## src/rtl/inst_fetch_unit.sv

```systemverilog
`default_nettype none
// ============================================================================
//  Module      : inst_fetch_unit
//  Description : Decoupled in-order instruction fetch with credit-limited
//                requests, a small output FIFO and branch-redirect squashing.
//                Optional IFU_MISALIGN_CHECK_EN enables sticky misaligned-
//                redirect fault detection.
//  Revision    : 1.0 - initial release
// ============================================================================
module inst_fetch_unit #(
   parameter int             N        = 32,
   parameter int             DEPTH    = 2,
   parameter logic [N-1:0]   RESET_PC = '0
) (
   input  logic          clk,
   input  logic          reset,
   output logic          imem_req_valid,
   output logic [N-1:0]  imem_req_addr,
   input  logic          imem_req_ready,
   input  logic          imem_rsp_valid,
   input  logic [N-1:0]  imem_rsp_data,
   input  logic          redirect,
   input  logic [N-1:0]  redirect_pc,
   output logic          inst_valid,
   output logic [N-1:0]  inst,
   output logic [N-1:0]  inst_pc,
   input  logic          inst_ready,
   output logic          fetch_fault
);

   localparam int                 c_CNT_W = $clog2(DEPTH + 1);
   localparam int                 c_SUM_W = c_CNT_W + 1;
   localparam int                 c_PTR_W = (DEPTH > 1) ? $clog2(DEPTH) : 1;
   localparam logic [c_SUM_W-1:0] c_DEPTH = c_SUM_W'(DEPTH);
   localparam logic [c_PTR_W-1:0] c_LAST  = c_PTR_W'(DEPTH - 1);
   localparam logic [N-1:0]       c_NOP   = N'(32'h0000_0013);
   localparam logic [N-1:0]       c_STEP  = N'(4);

   logic [N-1:0]         r_fetch_pc;
   logic [N-1:0]         r_rsp_pc;
   logic [c_CNT_W-1:0]   r_outstanding;
   logic [c_CNT_W-1:0]   r_drop_cnt;
   logic [c_CNT_W-1:0]   r_count;
   logic [c_PTR_W-1:0]   r_head;
   logic [c_PTR_W-1:0]   r_tail;
   logic [N-1:0]         r_fifo_inst [DEPTH];
   logic [N-1:0]         r_fifo_pc   [DEPTH];

   logic                 w_accept;
   logic                 w_rsp_ok;
   logic                 w_drop;
   logic                 w_push;
   logic                 w_pop;
   logic                 w_credit_ok;
   logic                 w_fault;
   logic [N-1:0]         w_target;
   logic [c_CNT_W-1:0]   w_outstanding_nxt;
   logic [c_CNT_W-1:0]   w_count_nxt;

   function automatic logic [c_PTR_W-1:0] f_ptr_inc(input logic [c_PTR_W-1:0] p);
      return (p == c_LAST) ? '0 : p + 1'b1;
   endfunction

`ifdef IFU_MISALIGN_CHECK_EN
   logic r_fault;
   logic w_misalign;

   assign w_target   = redirect_pc;
   assign w_misalign = redirect && (redirect_pc[1:0] != 2'b00);
   assign w_fault    = r_fault;

   always_ff @(posedge clk) begin
      if (reset) begin
         r_fault <= 1'b0;
      end else if (w_misalign) begin
         r_fault <= 1'b1;
      end
   end
`else
   logic w_unused_lsb;

   assign w_unused_lsb = ^redirect_pc[1:0];
   assign w_target     = {redirect_pc[N-1:2], 2'b00};
   assign w_fault      = 1'b0;
`endif

   // Credits count both in-flight and buffered words, so a response always finds room.
   assign w_credit_ok    = ({1'b0, r_outstanding} + {1'b0, r_count}) < c_DEPTH;
   assign imem_req_valid = !reset && !redirect && !w_fault && w_credit_ok;
   assign imem_req_addr  = r_fetch_pc;

   assign w_accept = imem_req_valid && imem_req_ready;
   assign w_rsp_ok = imem_rsp_valid && (r_outstanding != '0);
   assign w_drop   = w_rsp_ok && (r_drop_cnt != '0);
   assign w_push   = w_rsp_ok && !w_drop && !redirect;
   assign w_pop    = inst_valid && inst_ready;

   assign inst_valid  = (r_count != '0);
   assign inst        = inst_valid ? r_fifo_inst[r_head] : c_NOP;
   assign inst_pc     = inst_valid ? r_fifo_pc[r_head]   : '0;
   assign fetch_fault = w_fault;

   always_comb begin
      w_outstanding_nxt = r_outstanding;
      if (w_accept && !w_rsp_ok) begin
         w_outstanding_nxt = r_outstanding + 1'b1;
      end else if (!w_accept && w_rsp_ok) begin
         w_outstanding_nxt = r_outstanding - 1'b1;
      end
   end

   always_comb begin
      w_count_nxt = r_count;
      if (w_push && !w_pop) begin
         w_count_nxt = r_count + 1'b1;
      end else if (!w_push && w_pop) begin
         w_count_nxt = r_count - 1'b1;
      end
   end

   always_ff @(posedge clk) begin
      if (reset) begin
         r_fetch_pc    <= RESET_PC;
         r_rsp_pc      <= RESET_PC;
         r_outstanding <= '0;
         r_drop_cnt    <= '0;
         r_count       <= '0;
         r_head        <= '0;
         r_tail        <= '0;
      end else begin
         r_outstanding <= w_outstanding_nxt;
         if (redirect) begin
            // Everything still in flight after this cycle belongs to the old path.
            r_fetch_pc <= w_target;
            r_rsp_pc   <= w_target;
            r_drop_cnt <= w_outstanding_nxt;
            r_count    <= '0;
            r_head     <= '0;
            r_tail     <= '0;
         end else begin
            if (w_accept) begin
               r_fetch_pc <= r_fetch_pc + c_STEP;
            end
            if (w_drop) begin
               r_drop_cnt <= r_drop_cnt - 1'b1;
            end
            if (w_push) begin
               r_rsp_pc <= r_rsp_pc + c_STEP;
               r_tail   <= f_ptr_inc(r_tail);
            end
            if (w_pop) begin
               r_head <= f_ptr_inc(r_head);
            end
            r_count <= w_count_nxt;
         end
      end
   end

   always_ff @(posedge clk) begin
      if (w_push) begin
         r_fifo_inst[r_tail] <= imem_rsp_data;
         r_fifo_pc[r_tail]   <= r_rsp_pc;
      end
   end

endmodule
`default_nettype wire

```

## config.mk

```make
export PLATFORM = sky130hd
export DESIGN_NAME = inst_fetch_unit
export DESIGN_NICKNAME = d
export VERILOG_FILES = /design/src/rtl/inst_fetch_unit.sv
export SDC_FILE = /design/constraint.sdc
export NUM_CORES = 1
export LEC_CHECK = 0
export BUFFER_PORTS_ARGS = -buffer_cell sky130_fd_sc_hd__buf_2
export CAP_MARGIN = 10
export CELL_PAD_IN_SITES_DETAIL_PLACEMENT = 1
export CELL_PAD_IN_SITES_GLOBAL_PLACEMENT = 1
export CORE_MARGIN = 5
export CORE_UTILIZATION = 45
export CTS_CLUSTER_DIAMETER = 100
export DETAILED_ROUTE_END_ITERATION = 8
export GPL_ROUTABILITY_DRIVEN = 0
export PLACE_DENSITY = 0.87
export RECOVER_POWER = 25
export SLEW_MARGIN = 20
export SYNTH_ARGS = -nofsm -noshare
export SYNTH_HDL_FRONTEND = slang
export SYNTH_SLANG_ARGS = --single-unit
```

## constraint.sdc

```tcl
create_clock -name clk -period 13.4 [get_ports clk]
set_input_delay 2.01 -clock clk [delete_from_list [all_inputs] [get_ports clk]]
set_output_delay 2.01 -clock clk [all_outputs]
set_load 0.01 [all_outputs]
```

==> impl_metrics.xml, run 1 <==
<?xml version="1.0" encoding="UTF-8"?>
<metrics>
  <group name="worst_setup_path">
    <metric name="critical_path.most_common_cell" unit="">sky130_fd_sc_hd__buf_2</metric>
    <metric name="cpMaxStageDelayCell" unit="">sky130_fd_sc_hd__or2_2</metric>
    <metric name="setup_slack_of_the_worst_register_to_register_path" unit="ns">10.47</metric>
    <metric name="startpoint" unit="">redirect</metric>
    <metric name="worstReg2RegStart" unit="">r_count[0]$_SDFFE_PP0P_</metric>
    <metric name="critical_path.endpoint_type" unit="">output pin</metric>
    <metric name="setup.worst_path.class" unit="">in2out</metric>
    <metric name="worst_reg_to_reg_cells" unit="">6</metric>
    <metric name="worst_path_largest_cell_delay" unit="ns">0.51</metric>
    <metric name="critical_path_peak_fanout" unit="">54</metric>
    <metric name="crit_path_start_kind" unit="">input port</metric>
    <metric name="timing.critical_path.arrival" unit="ns">3.40</metric>
    <metric name="worstPathRequired" unit="ns">11.39</metric>
    <metric name="crit_path_cell_trace" unit="">buf_2, buf_4, or2_2, nor3_1, buf_2</metric>
    <metric name="crit_end" unit="">imem_req_valid</metric>
    <metric name="worst_r2r_endpoint" unit="">imem_req_addr[15]$_SDFFE_PP0P_</metric>
  </group>
  <group name="cts">
    <metric name="cts_buffer_depth" unit="">2</metric>
    <metric name="path_clk_slew" unit="ns">0.07</metric>
    <metric name="htree_num_levels" unit="">4</metric>
    <metric name="clk_latency" unit="ns">0.42</metric>
    <metric name="post_cts_resized" unit="">0</metric>
    <metric name="post-cts-setup-buffer-count" unit="">0</metric>
    <metric name="cts-hold-fix-buffers" unit="">0</metric>
    <metric name="clock_sinks" unit="">193</metric>
    <metric name="clock-root-buffer" unit="">sky130_fd_sc_hd__clkbuf_16</metric>
    <metric name="tritoncts_clock_tree" unit="">done</metric>
    <metric name="cts_inserted_buffers" unit="">17</metric>
  </group>
  <group name="synthesis">
    <metric name="ys_seq_elements" unit="">193</metric>
    <metric name="ys_flop_type" unit="">sky130_fd_sc_hd__edfxtp_1</metric>
    <metric name="netlist_area" unit="sq um">8841</metric>
    <metric name="synth_area_per_cell" unit="sq um">11.33</metric>
    <metric name="synth_seq_area_share" unit="%">57.74</metric>
    <metric name="post_synth_inst_count" unit="">780</metric>
    <metric name="synth_warnings" unit="">0</metric>
    <metric name="synth.lib_cells_used.distinct" unit="">62</metric>
    <metric name="ys_async_rst_share" unit="%">0</metric>
    <metric name="synth-edff-count" unit="">124</metric>
  </group>
  <group name="cells_and_area">
    <metric name="post-route-cell-area" unit="sq um">10380</metric>
    <metric name="final_layout_size_suffix_gt1_share" unit="%">21.91</metric>
    <metric name="synthToLayoutAreaGrowth" unit="%">17.41</metric>
    <metric name="multi_input_comb_area" unit="sq um">3460</metric>
    <metric name="register_area" unit="sq um">5109</metric>
    <metric name="number_of_fillers_in_the_final_layout" unit="">2121</metric>
    <metric name="final_nets" unit="">994</metric>
    <metric name="antenna-diode-count" unit="">0</metric>
    <metric name="postLayoutCoreUtil" unit="%">53.51</metric>
  </group>
  <group name="placed_design">
    <metric name="hpwl_after_detailed_placement" unit="mm">16.36</metric>
    <metric name="placed_cell_area" unit="sq um">9811</metric>
    <metric name="pre_cts_ws" unit="ns">8.036</metric>
    <metric name="place.port_buffers" unit="">161</metric>
  </group>
  <group name="floorplanning">
    <metric name="number_of_top_level_design_ports" unit="">169</metric>
    <metric name="die_width" unit="microns">150.2</metric>
    <metric name="initial_utilization" unit="%">45.58</metric>
    <metric name="die_h" unit="microns">150.2</metric>
    <metric name="dieArea" unit="sq um">22550</metric>
    <metric name="floorplan.core_area" unit="sq um">19400</metric>
    <metric name="rows" unit="">51</metric>
  </group>
  <group name="sta">
    <metric name="worst_slew_pin_slew" unit="ns">1.085</metric>
    <metric name="timing.final.max_slew_violations" unit="">0</metric>
    <metric name="final.setup.tns" unit="ns">0</metric>
    <metric name="slew-limit-headroom" unit="%">27.68</metric>
    <metric name="fmax" unit="MHz">185.0</metric>
    <metric name="worst_case_setup_margin_in_the_final_layout" unit="ns">7.994</metric>
    <metric name="setup-violations-final" unit="">0</metric>
    <metric name="hold_viol_final" unit="">0</metric>
    <metric name="final.setup_skew" unit="ns">0.01258</metric>
    <metric name="fin_crit_sh" unit="%">40.34</metric>
    <metric name="period_minus_slack" unit="ns">5.406</metric>
    <metric name="rsz0062_at_grt" unit="">false</metric>
  </group>
  <group name="outcome">
    <metric name="outcome" unit="">complete, no violations</metric>
  </group>
  <group name="power">
    <metric name="pwr-share-comb" unit="%">14.0</metric>
    <metric name="share_clk_of_total_power" unit="%">35.6</metric>
    <metric name="total_leakage_power" unit="nW">3.664</metric>
    <metric name="intPower" unit="mW">1.028</metric>
    <metric name="seqPwrFrac" unit="%">50.4</metric>
    <metric name="power.density_cell_area" unit="nW/um^2">135.5</metric>
    <metric name="power_switching_share" unit="%">26.89</metric>
    <metric name="peak_ir_drop_on_the_vdd_network" unit="uV">85.21</metric>
    <metric name="power.switching" unit="mW">0.3783</metric>
  </group>
  <group name="detailed_routing">
    <metric name="drt.antenna.violating_nets" unit="">0</metric>
    <metric name="wl_per_cell" unit="microns">20.08</metric>
    <metric name="remaining_drc_errors" unit="">0</metric>
    <metric name="drt_pass1_iterations" unit="">4</metric>
    <metric name="routed-via-count" unit="">6876</metric>
    <metric name="post_drt_via_cell_ratio" unit="">5.749</metric>
    <metric name="drc_marker_count_from_the_first_detailed_route_iteration" unit="">443</metric>
    <metric name="totalWireLength" unit="mm">24.01</metric>
  </group>
  <group name="global_route">
    <metric name="first_global_vias" unit="">6973</metric>
    <metric name="first_pass_grt_wire_length" unit="mm">37.74</metric>
    <metric name="grt_antenna_before_repair" unit="">0</metric>
    <metric name="globalRouteTotalUtil" unit="%">21.22</metric>
    <metric name="maximum_number_of_pins_on_one_net_before_global_route_repair" unit="">72</metric>
    <metric name="grt_remaining_overflow" unit="">0</metric>
  </group>
  <group name="flow_run">
    <metric name="cap_violations" unit="">0</metric>
  </group>
  <group name="worst_hold_path">
    <metric name="hold_path.class" unit="">reg2reg</metric>
  </group>
</metrics>
worst max-delay path: cells and delay by family:
family                 cells  cell delay [ns]
and+or+nand+nor            2             0.78
buffers and inverters      3             0.59
synthesized netlist by cell type, drive strengths merged (2+ instances only):
library cell / n / area share [%]
clkbuf: 29 / 1.2
xor2: 16 / 1.6
edfxtp: 124 / 42
a211oi: 7 / 0.59
dfxtp: 69 / 16
and2: 4 / 0.28
a2111oi: 3 / 0.40
nand3: 27 / 1.6
nor4: 12 / 0.92
mux2i: 64 / 7.2
and3: 14 / 0.99
o311ai: 4 / 0.40
a311oi: 6 / 0.59
or4: 18 / 1.5
nand4: 27 / 2.1
a21boi: 7 / 0.59
nor2b: 9 / 0.64
buf: 23 / 1.5
a21oi: 20 / 1.1
o21ai: 6 / 0.34
nor3: 14 / 0.79
o21bai: 13 / 1.1
o31a: 6 / 0.59
o31ai: 16 / 1.4
nor3b: 6 / 0.64
nor2: 94 / 4.0
o41a: 3 / 0.38
nand2: 47 / 2.1
a31oi: 18 / 1.3
o211ai: 6 / 0.51
ha: 5 / 0.71
or3: 11 / 0.78
nand4b: 2 / 0.20
and4: 11 / 1.1
o221ai: 2 / 0.20
xnor2: 8 / 0.79
inv: 15 / 0.64
cell families after synthesis:
kind of cell,count (synthesis),share of synthesized area [%]
AOI/OAI and AO/OA,122,9.992
and+or+nand+nor,302,18.21
other,1,0.04242
adders and majority gates,6,0.9341
DFF,193,57.74
xor gates and xnor gates,24,2.378
buffers and inverters,68,3.453
muxes,64,7.246
power groups by stage:
| stage | Clock (mW) | Sequential (mW) | Combinational, mW |
|---|---|---|---|
| after global routing | 0.538 | 0.715 | 0.219 |
| final | 0.501 | 0.709 | 0.197 |
| after detailed placement | 0 | 0.722 | 0.198 |
| after floorplan | 0 | 0.714 | 0.130 |
| after global placement | 0 | 0.718 | 0.191 |
| after CTS | 0.511 | 0.709 | 0.200 |
sequential cells by signal, indices dropped and copies added, names as in the netlist, named ones only:
| register | flops |
|---|---|
| r_outstanding | 2 |
| r_fifo_inst | 64 |
| r_drop_cnt | 2 |
| r_fifo_pc | 60 |
| r_tail | 1 |
| r_count | 2 |
| r_rsp_pc | 30 |
| r_head | 1 |
| imem_req_addr | 30 |
metrics by stage:
step,total power [mW],cells,hold slack [ns]
after detailed placement,0.9194,1164,0.4696
after global placement,0.9087,1164,0.4512
after global routing,1.472,1196,0.5000
final,1.407,1196,0.4764
after CTS,1.421,1196,0.4781
after floorplan,0.8447,784,0.4328
cell usage in the layout (no fill, tap or decap), types with 13 or more instances in the layout:
master and n:
sky130_fd_sc_hd__a21oi_1 20, sky130_fd_sc_hd__nand3_1 26, sky130_fd_sc_hd__or4_1 18, sky130_fd_sc_hd__xor2_1 16
sky130_fd_sc_hd__inv_1 15, sky130_fd_sc_hd__mux2i_1 64, sky130_fd_sc_hd__nor2_1 93, sky130_fd_sc_hd__o31ai_1 16
sky130_fd_sc_hd__clkbuf_16 17, sky130_fd_sc_hd__nand4_1 26, sky130_fd_sc_hd__a31oi_1 18, sky130_fd_sc_hd__nor3_1 13
sky130_fd_sc_hd__and3_1 13, sky130_fd_sc_hd__dfxtp_1 68, sky130_fd_sc_hd__nand2_1 45, sky130_fd_sc_hd__edfxtp_1 124
sky130_fd_sc_hd__o21bai_1 13, sky130_fd_sc_hd__buf_2 151
layer usage:
metal | global-route usage [%] | routed length [microns] | up-vias
met4 | 7.182 | 541 | 0
met1 | 27.60 | 10370 | 3401
met5 | 0 | 0 | -
li1 | - | - | 3230
met2 | 35.39 | 11620 | 213
met3 | 4.515 | 1480 | 32
cell type report:
cell class / count / share of cell area (%)
Sequential cell: 193 / 49.22
Clock buffer: 18 / 4.135
Tap cell: 265 / 3.194
Multi-Input combinational cell: 523 / 33.33
Inverter: 16 / 0.5786
Clock inverter: 14 / 1.471
Timing Repair Buffer: 167 / 8.076
worst min path at each step:
stage,slack [ns],cells past startpoint,from,end
final,0.48,0,r_rsp_pc[31]$_SDFFE_PP0P_,r_fifo_pc[0][31]$_DFFE_PP_
after CTS,0.48,0,r_rsp_pc[31]$_SDFFE_PP0P_,r_fifo_pc[0][31]$_DFFE_PP_
after global placement,0.45,0,r_rsp_pc[31]$_SDFFE_PP0P_,r_fifo_pc[0][31]$_DFFE_PP_
after detailed placement,0.47,0,r_rsp_pc[31]$_SDFFE_PP0P_,r_fifo_pc[1][31]$_DFFE_PP_
after global routing,0.50,0,r_rsp_pc[31]$_SDFFE_PP0P_,r_fifo_pc[0][31]$_DFFE_PP_
after floorplan,0.43,0,r_rsp_pc[31]$_SDFFE_PP0P_,r_fifo_pc[0][31]$_DFFE_PP_
No activity file was read; power rests on OpenSTA's default activity.
==> run 2: changes to the inputs <==
- CORE_UTILIZATION: 45 -> 39
- PLACE_DENSITY: 0.87 -> 0.8
- clock period: 13.4 -> 4.45 ns (I/O delays scaled with it)
==> run 2 against run 1 <==
Largest cell class unchanged. Sequential power increased to 3.0 times the previous value. Flip-flop and latch count unchanged. Total power increased to 3.0 times the previous value. Clock power increased to 3.0 times the previous value. Register-to-register slack got worse by 9.0 ns. First-iteration DRC count decreased by 12%. Worst setup slack got worse by 6.5 ns. Via count decreased by 1.6%. Clock-buffer cell count increased by 1. Non-clock buffer count increased by 1. Worst hold slack got worse by 0.047 ns.
==> impl_metrics.xml, run 2 (same netlist as run 1, synthesis figures left out) <==
<?xml version="1.0" encoding="UTF-8"?>
<metrics>
  <group name="worst_setup_path">
    <metric name="worstPathRequired" unit="ns">4.53</metric>
    <metric name="crit_family" unit="">simple AND/OR/NAND/NOR gates</metric>
    <metric name="worst_path_largest_cell_delay" unit="ns">0.88</metric>
    <metric name="critical_path_depth_in_cells" unit="">5</metric>
    <metric name="setup.worst_path.class" unit="">reg2reg</metric>
    <metric name="critical_path_peak_fanout" unit="">36</metric>
    <metric name="worst_reg_to_reg_cells" unit="">5</metric>
    <metric name="crit_path_start_kind" unit="">flip-flop</metric>
    <metric name="cpMaxStageDelayCell" unit="">sky130_fd_sc_hd__and3_2</metric>
    <metric name="crit_path_cell_trace" unit="">inv_1, ha_1, and3b_1, and3_2, buf_4</metric>
    <metric name="critical_path.endpoint_type" unit="">flip-flop</metric>
    <metric name="timing.critical_path.arrival" unit="ns">3.08</metric>
    <metric name="cp.buffers_inverters" unit="">2</metric>
  </group>
  <group name="detailed_routing">
    <metric name="met1Wirelength" unit="mm">10.96</metric>
    <metric name="maxUsedRoutingLayer" unit="">met4</metric>
    <metric name="post_drt_via_cell_ratio" unit="">5.559</metric>
    <metric name="drc_marker_count_from_the_first_detailed_route_iteration" unit="">391</metric>
    <metric name="routed-via-count" unit="">6765</metric>
    <metric name="remaining_drc_errors" unit="">0</metric>
    <metric name="drt_pass1_iterations" unit="">4</metric>
    <metric name="drt.antenna.violating_nets" unit="">0</metric>
    <metric name="totalWireLength" unit="mm">23.25</metric>
    <metric name="met2RoutedLength" unit="mm">10.87</metric>
    <metric name="dr_wl_met3" unit="mm">1.067</metric>
    <metric name="wl_per_cell" unit="microns">19.10</metric>
  </group>
  <group name="cells_and_area">
    <metric name="postLayoutCoreUtil" unit="%">46.23</metric>
    <metric name="layout_commonest_cell" unit="">sky130_fd_sc_hd__buf_2</metric>
    <metric name="final_layout_size_suffix_gt1_share" unit="%">21.24</metric>
    <metric name="regMostFlops" unit="">r_fifo_inst</metric>
    <metric name="biggestRegsByFlops" unit="">r_fifo_inst x64, r_fifo_pc x60</metric>
    <metric name="antenna-diode-count" unit="">0</metric>
    <metric name="post-route-cell-area" unit="sq um">10400</metric>
    <metric name="post_layout_nonfiller_instances" unit="">1217</metric>
    <metric name="most-common-layout-cells" unit="">146 x sky130_fd_sc_hd__buf_2, 124 x sky130_fd_sc_hd__edfxtp_1, 93 x sky130_fd_sc_hd__nor2_1</metric>
    <metric name="synthToLayoutAreaGrowth" unit="%">17.66</metric>
    <metric name="final_nets" unit="">995</metric>
    <metric name="max_ffs_per_register" unit="">64</metric>
  </group>
  <group name="global_route">
    <metric name="grt_remaining_overflow" unit="">0</metric>
    <metric name="first_global_vias" unit="">6779</metric>
    <metric name="first_pass_grt_wire_length" unit="mm">36.91</metric>
    <metric name="grt_antenna_before_repair" unit="">0</metric>
    <metric name="maximum_number_of_pins_on_one_net_before_global_route_repair" unit="">72</metric>
    <metric name="globalRouteTotalUtil" unit="%">17.73</metric>
  </group>
  <group name="sta">
    <metric name="fin_crit_sh" unit="%">67.49</metric>
    <metric name="slew-limit-headroom" unit="%">27.37</metric>
    <metric name="final.setup_skew" unit="ns">0.01812</metric>
    <metric name="hold_viol_final" unit="">0</metric>
    <metric name="whs" unit="ns">0.4295</metric>
    <metric name="fmax" unit="MHz">333.0</metric>
    <metric name="final.setup.tns" unit="ns">0</metric>
    <metric name="setup-violations-final" unit="">0</metric>
    <metric name="rsz0062_at_grt" unit="">false</metric>
    <metric name="worst_case_setup_margin_in_the_final_layout" unit="ns">1.447</metric>
    <metric name="period_minus_slack" unit="ns">3.003</metric>
    <metric name="worst_slew_pin_slew" unit="ns">1.089</metric>
    <metric name="timing.final.max_slew_violations" unit="">0</metric>
  </group>
  <group name="cts">
    <metric name="htree_num_levels" unit="">4</metric>
    <metric name="cts_buffer_depth" unit="">2</metric>
    <metric name="clock-root-buffer" unit="">sky130_fd_sc_hd__clkbuf_16</metric>
    <metric name="post_cts_resized" unit="">0</metric>
    <metric name="tritoncts_clock_tree" unit="">done</metric>
    <metric name="path_clk_slew" unit="ns">0.07</metric>
    <metric name="cts-hold-fix-buffers" unit="">0</metric>
    <metric name="cts_inserted_buffers" unit="">17</metric>
    <metric name="clk_latency" unit="ns">0.43</metric>
    <metric name="post-cts-setup-buffer-count" unit="">0</metric>
    <metric name="clock_sinks" unit="">193</metric>
  </group>
  <group name="power">
    <metric name="peak_ir_drop_on_the_vdd_network" unit="uV">252.3</metric>
    <metric name="total_leakage_power" unit="nW">3.657</metric>
    <metric name="power.density_cell_area" unit="nW/um^2">405.8</metric>
    <metric name="total_power" unit="mW">4.222</metric>
  </group>
  <group name="floorplanning">
    <metric name="number_of_top_level_design_ports" unit="">169</metric>
    <metric name="floorplan.core_area" unit="sq um">22500</metric>
    <metric name="initial_utilization" unit="%">39.29</metric>
    <metric name="rows" unit="">55</metric>
    <metric name="die_width" unit="microns">160.6</metric>
    <metric name="dieArea" unit="sq um">25780</metric>
    <metric name="die_h" unit="microns">160.6</metric>
  </group>
  <group name="placed_design">
    <metric name="hpwl_after_detailed_placement" unit="mm">16.22</metric>
    <metric name="place.detailed.instances" unit="">1185</metric>
    <metric name="pre_cts_ws" unit="ns">1.388</metric>
    <metric name="place.port_buffers" unit="">161</metric>
    <metric name="placed_cell_area" unit="sq um">9849</metric>
  </group>
  <group name="worst_hold_path">
    <metric name="hold_path.class" unit="">in2reg</metric>
    <metric name="hold_depth" unit="">1</metric>
  </group>
  <group name="outcome">
    <metric name="outcome" unit="">complete, no violations</metric>
  </group>
  <group name="flow_run">
    <metric name="cap_violations" unit="">0</metric>
  </group>
</metrics>
## run 2: layout make-up
cell class                 instances  area (sq um)
clock inverter                    13         138.9
inverter                          16         60.06
clock buffer                      19         432.9
timing repair buffer             168         839.6
sequential                       193          5109
tap                              285         356.6
multi-input combinational        523          3466
fill                            2474         12100
## run 2: path summary, 6_finish.rpt
path                                     from                      endpoint  slack, ns
setup / recovery  r_outstanding[1]$_SDFF_PP0_    r_fifo_pc[1][22]$_DFFE_PP_       1.45
hold / removal              imem_rsp_data[25]  r_fifo_inst[0][25]$_DFFE_PP_       0.43
setup reg to reg  r_outstanding[1]$_SDFF_PP0_    r_fifo_pc[1][22]$_DFFE_PP_       1.45
hold reg to reg     r_rsp_pc[31]$_SDFFE_PP0P_    r_fifo_pc[1][31]$_DFFE_PP_       0.48
## run 2: metal layers
layer,up-vias,GRT usage (%)
li1,3223,-
met1,3333,24.73
met2,190,28.45
met3,19,3.156
met4,0,5.123
met5,-,0
## run 2: report_power, final
part	switching (mW)	leakage (nW)	internal (mW)	total, mW
Combinational	0.365	1.68	0.228	0.593
Clock	0.665	0.279	0.829	1.49
Sequential	0.101	1.70	2.03	2.13
Total	1.13	3.66	3.09	4.22
## run 2: worst reg2reg max path, cell delays in order (launching register included)
cell and delay [ns]:
sky130_fd_sc_hd__dfxtp_1 0.38, sky130_fd_sc_hd__inv_1 0.08, sky130_fd_sc_hd__ha_1 0.23, sky130_fd_sc_hd__and3b_1 0.57, sky130_fd_sc_hd__and3_2 0.88, sky130_fd_sc_hd__buf_4 0.50
==> run 3: changes to the inputs <==
- clock period: 4.45 -> 2.7 ns (I/O delays scaled with it)
==> run 3 against run 2 <==
Clock-buffer cell count shrank 2. Global-route usage grew 0.75 points. Routed wire length is 3.6% higher. Core utilization grew 0.71 points. Sequential share of layout area shrank 0.72 points. Clock skew down 0.0075 ns. Flip-flop and latch count unchanged. Highest routed layer unchanged. Total power grew 66%. Maximum frequency is 19% higher.
==> impl_metrics.xml, run 3 (same netlist as run 1, synthesis figures left out) <==
<?xml version="1.0" encoding="UTF-8"?>
<metrics>
  <group name="global_route">
    <metric name="grt_remaining_overflow" unit="">0</metric>
    <metric name="grt_antenna_before_repair" unit="">1</metric>
    <metric name="first_pass_grt_wire_length" unit="mm">38.28</metric>
    <metric name="globalRouteTotalUtil" unit="%">18.48</metric>
    <metric name="maximum_number_of_pins_on_one_net_before_global_route_repair" unit="">63</metric>
    <metric name="first_global_vias" unit="">6959</metric>
  </group>
  <group name="worst_setup_path">
    <metric name="crit_path_start_kind" unit="">flip-flop</metric>
    <metric name="timing.critical_path.arrival" unit="ns">2.88</metric>
    <metric name="critical_path_peak_fanout" unit="">13</metric>
    <metric name="setup.worst_path.class" unit="">reg2reg</metric>
    <metric name="critical_path.endpoint_type" unit="">flip-flop</metric>
    <metric name="worstPathRequired" unit="ns">3.06</metric>
  </group>
  <group name="placed_design">
    <metric name="pre_cts_ws" unit="ns">0.1960</metric>
    <metric name="hpwl_after_detailed_placement" unit="mm">17.05</metric>
    <metric name="place.detailed.instances" unit="">1197</metric>
    <metric name="place.port_buffers" unit="">161</metric>
  </group>
  <group name="floorplanning">
    <metric name="dieArea" unit="sq um">25780</metric>
    <metric name="rows" unit="">55</metric>
    <metric name="die_h" unit="microns">160.6</metric>
    <metric name="number_of_top_level_design_ports" unit="">169</metric>
    <metric name="floorplan.core_area" unit="sq um">22500</metric>
    <metric name="die_width" unit="microns">160.6</metric>
    <metric name="initial_utilization" unit="%">39.29</metric>
  </group>
  <group name="sta">
    <metric name="final.setup_skew" unit="ns">0.01063</metric>
    <metric name="slew-limit-headroom" unit="%">58.05</metric>
    <metric name="timing.final.max_slew_violations" unit="">0</metric>
    <metric name="fmax" unit="MHz">396.8</metric>
    <metric name="setup-violations-final" unit="">0</metric>
    <metric name="period_minus_slack" unit="ns">2.520</metric>
    <metric name="rsz0062_at_grt" unit="">false</metric>
    <metric name="hold_viol_final" unit="">0</metric>
    <metric name="worst_slew_pin_slew" unit="ns">0.6292</metric>
    <metric name="fin_crit_sh" unit="%">93.34</metric>
    <metric name="worst_case_setup_margin_in_the_final_layout" unit="ns">0.1797</metric>
  </group>
  <group name="power">
    <metric name="power.density_cell_area" unit="nW/um^2">663.0</metric>
    <metric name="peak_ir_drop_on_the_vdd_network" unit="uV">305.8</metric>
    <metric name="total_power" unit="mW">7.003</metric>
    <metric name="total_leakage_power" unit="nW">3.709</metric>
  </group>
  <group name="detailed_routing">
    <metric name="remaining_drc_errors" unit="">0</metric>
    <metric name="routed-via-count" unit="">6834</metric>
    <metric name="totalWireLength" unit="mm">24.09</metric>
    <metric name="drc_marker_count_from_the_first_detailed_route_iteration" unit="">399</metric>
    <metric name="post_drt_via_cell_ratio" unit="">5.556</metric>
    <metric name="drt_pass1_iterations" unit="">5</metric>
    <metric name="wl_per_cell" unit="microns">19.59</metric>
    <metric name="drt.antenna.violating_nets" unit="">0</metric>
  </group>
  <group name="cells_and_area">
    <metric name="final_layout_size_suffix_gt1_share" unit="%">22.46</metric>
    <metric name="synthToLayoutAreaGrowth" unit="%">19.47</metric>
    <metric name="most-common-layout-cells" unit="">141 x sky130_fd_sc_hd__buf_2, 124 x sky130_fd_sc_hd__edfxtp_1, 93 x sky130_fd_sc_hd__nor2_1</metric>
    <metric name="max_ffs_per_register" unit="">64</metric>
    <metric name="final_nets" unit="">1007</metric>
    <metric name="regMostFlops" unit="">r_fifo_inst</metric>
    <metric name="biggestRegsByFlops" unit="">r_fifo_inst x64, r_fifo_pc x60</metric>
    <metric name="layout_commonest_cell" unit="">sky130_fd_sc_hd__buf_2</metric>
    <metric name="post_layout_nonfiller_instances" unit="">1230</metric>
  </group>
  <group name="worst_hold_path">
    <metric name="hold_path.class" unit="">in2reg</metric>
  </group>
  <group name="cts">
    <metric name="path_clk_slew" unit="ns">0.08</metric>
    <metric name="tritoncts_clock_tree" unit="">done</metric>
    <metric name="clock-root-buffer" unit="">sky130_fd_sc_hd__clkbuf_16</metric>
    <metric name="clk_latency" unit="ns">0.43</metric>
    <metric name="post-cts-setup-buffer-count" unit="">0</metric>
    <metric name="post_cts_resized" unit="">0</metric>
    <metric name="cts_inserted_buffers" unit="">17</metric>
    <metric name="cts_buffer_depth" unit="">2</metric>
    <metric name="cts-hold-fix-buffers" unit="">0</metric>
    <metric name="clock_sinks" unit="">193</metric>
    <metric name="htree_num_levels" unit="">4</metric>
  </group>
  <group name="flow_run">
    <metric name="cap_violations" unit="">0</metric>
  </group>
  <group name="outcome">
    <metric name="outcome" unit="">complete, no violations</metric>
  </group>
</metrics>
run 3: changes by cell type in the layout (fill, tap and decap cells not counted), sizes merged:
| cell | delta |
|---|---|
| buf | +7 |
| bufinv | -1 |
| clkbuf | +3 |
| clkinv | -6 |
| clkinvlp | +5 |
| diode | +1 |
| inv | +4 |
run 3: power breakdown:
group | internal, mW | leakage (nW) | switching (mW)
Sequential | 3.35 | 1.70 | 0.161
Clock | 1.28 | 0.255 | 1.14
Combinational | 0.439 | 1.75 | 0.636
Total | 5.07 | 3.71 | 1.93
run 3: critical path, stage by stage, from the launching register on:
cell                      delay [ns]
sky130_fd_sc_hd__dfxtp_2        0.34
sky130_fd_sc_hd__and2_1         0.16
sky130_fd_sc_hd__fa_1           0.54
sky130_fd_sc_hd__or3b_4         0.53
sky130_fd_sc_hd__or4_1          0.57
sky130_fd_sc_hd__xor2_1         0.16
sky130_fd_sc_hd__a21oi_1        0.16
run 3: per-stage QoR:
stage	cell area (sq um)	hold slack, ns	util (%)	TNS, ns
floorplan	8909	0.4328	-	-8.449
global placement	10020	0.4514	44.55	0
detailed placement	10020	0.4766	44.55	0
CTS	10590	0.1462	47.04	0
global route	10560	0.1363	46.94	0
finish	10560	0.1663	46.94	0
run 3: final timing paths:
path                                                   from                             end  slack, ns  cells past startpoint
worst max-delay path            r_outstanding[0]$_SDFF_PP0_  imem_req_addr[12]$_SDFFE_PP0P_       0.18                      6
worst min-delay path                      imem_rsp_data[25]    r_fifo_inst[0][25]$_DFFE_PP_       0.17                      1
worst max register to register  r_outstanding[0]$_SDFF_PP0_  imem_req_addr[12]$_SDFFE_PP0P_       0.18                      6
worst min register to register    r_rsp_pc[31]$_SDFFE_PP0P_      r_fifo_pc[0][31]$_DFFE_PP_       0.49                      0
run 3: per-layer routing:
layer	GRT usage, %	vias to the layer above	share of wire, %
met3	3.977	26	5.0
li1	-	3243	-
met2	29.87	200	48
met5	0	-	0
met1	25.56	3365	46
met4	4.341	0	1.1
run 3: layout make-up:
type                    instances  area [sq um]
fillers                      2465         11940
multi-input cells             523          3486
clock buffers                  17         425.4
repair buffers                180         985.9
inverters                      16         60.06
diodes                          1         2.502
flip-flops and latches        193          5111
well taps                     285         356.6
clock inverters                15         135.1
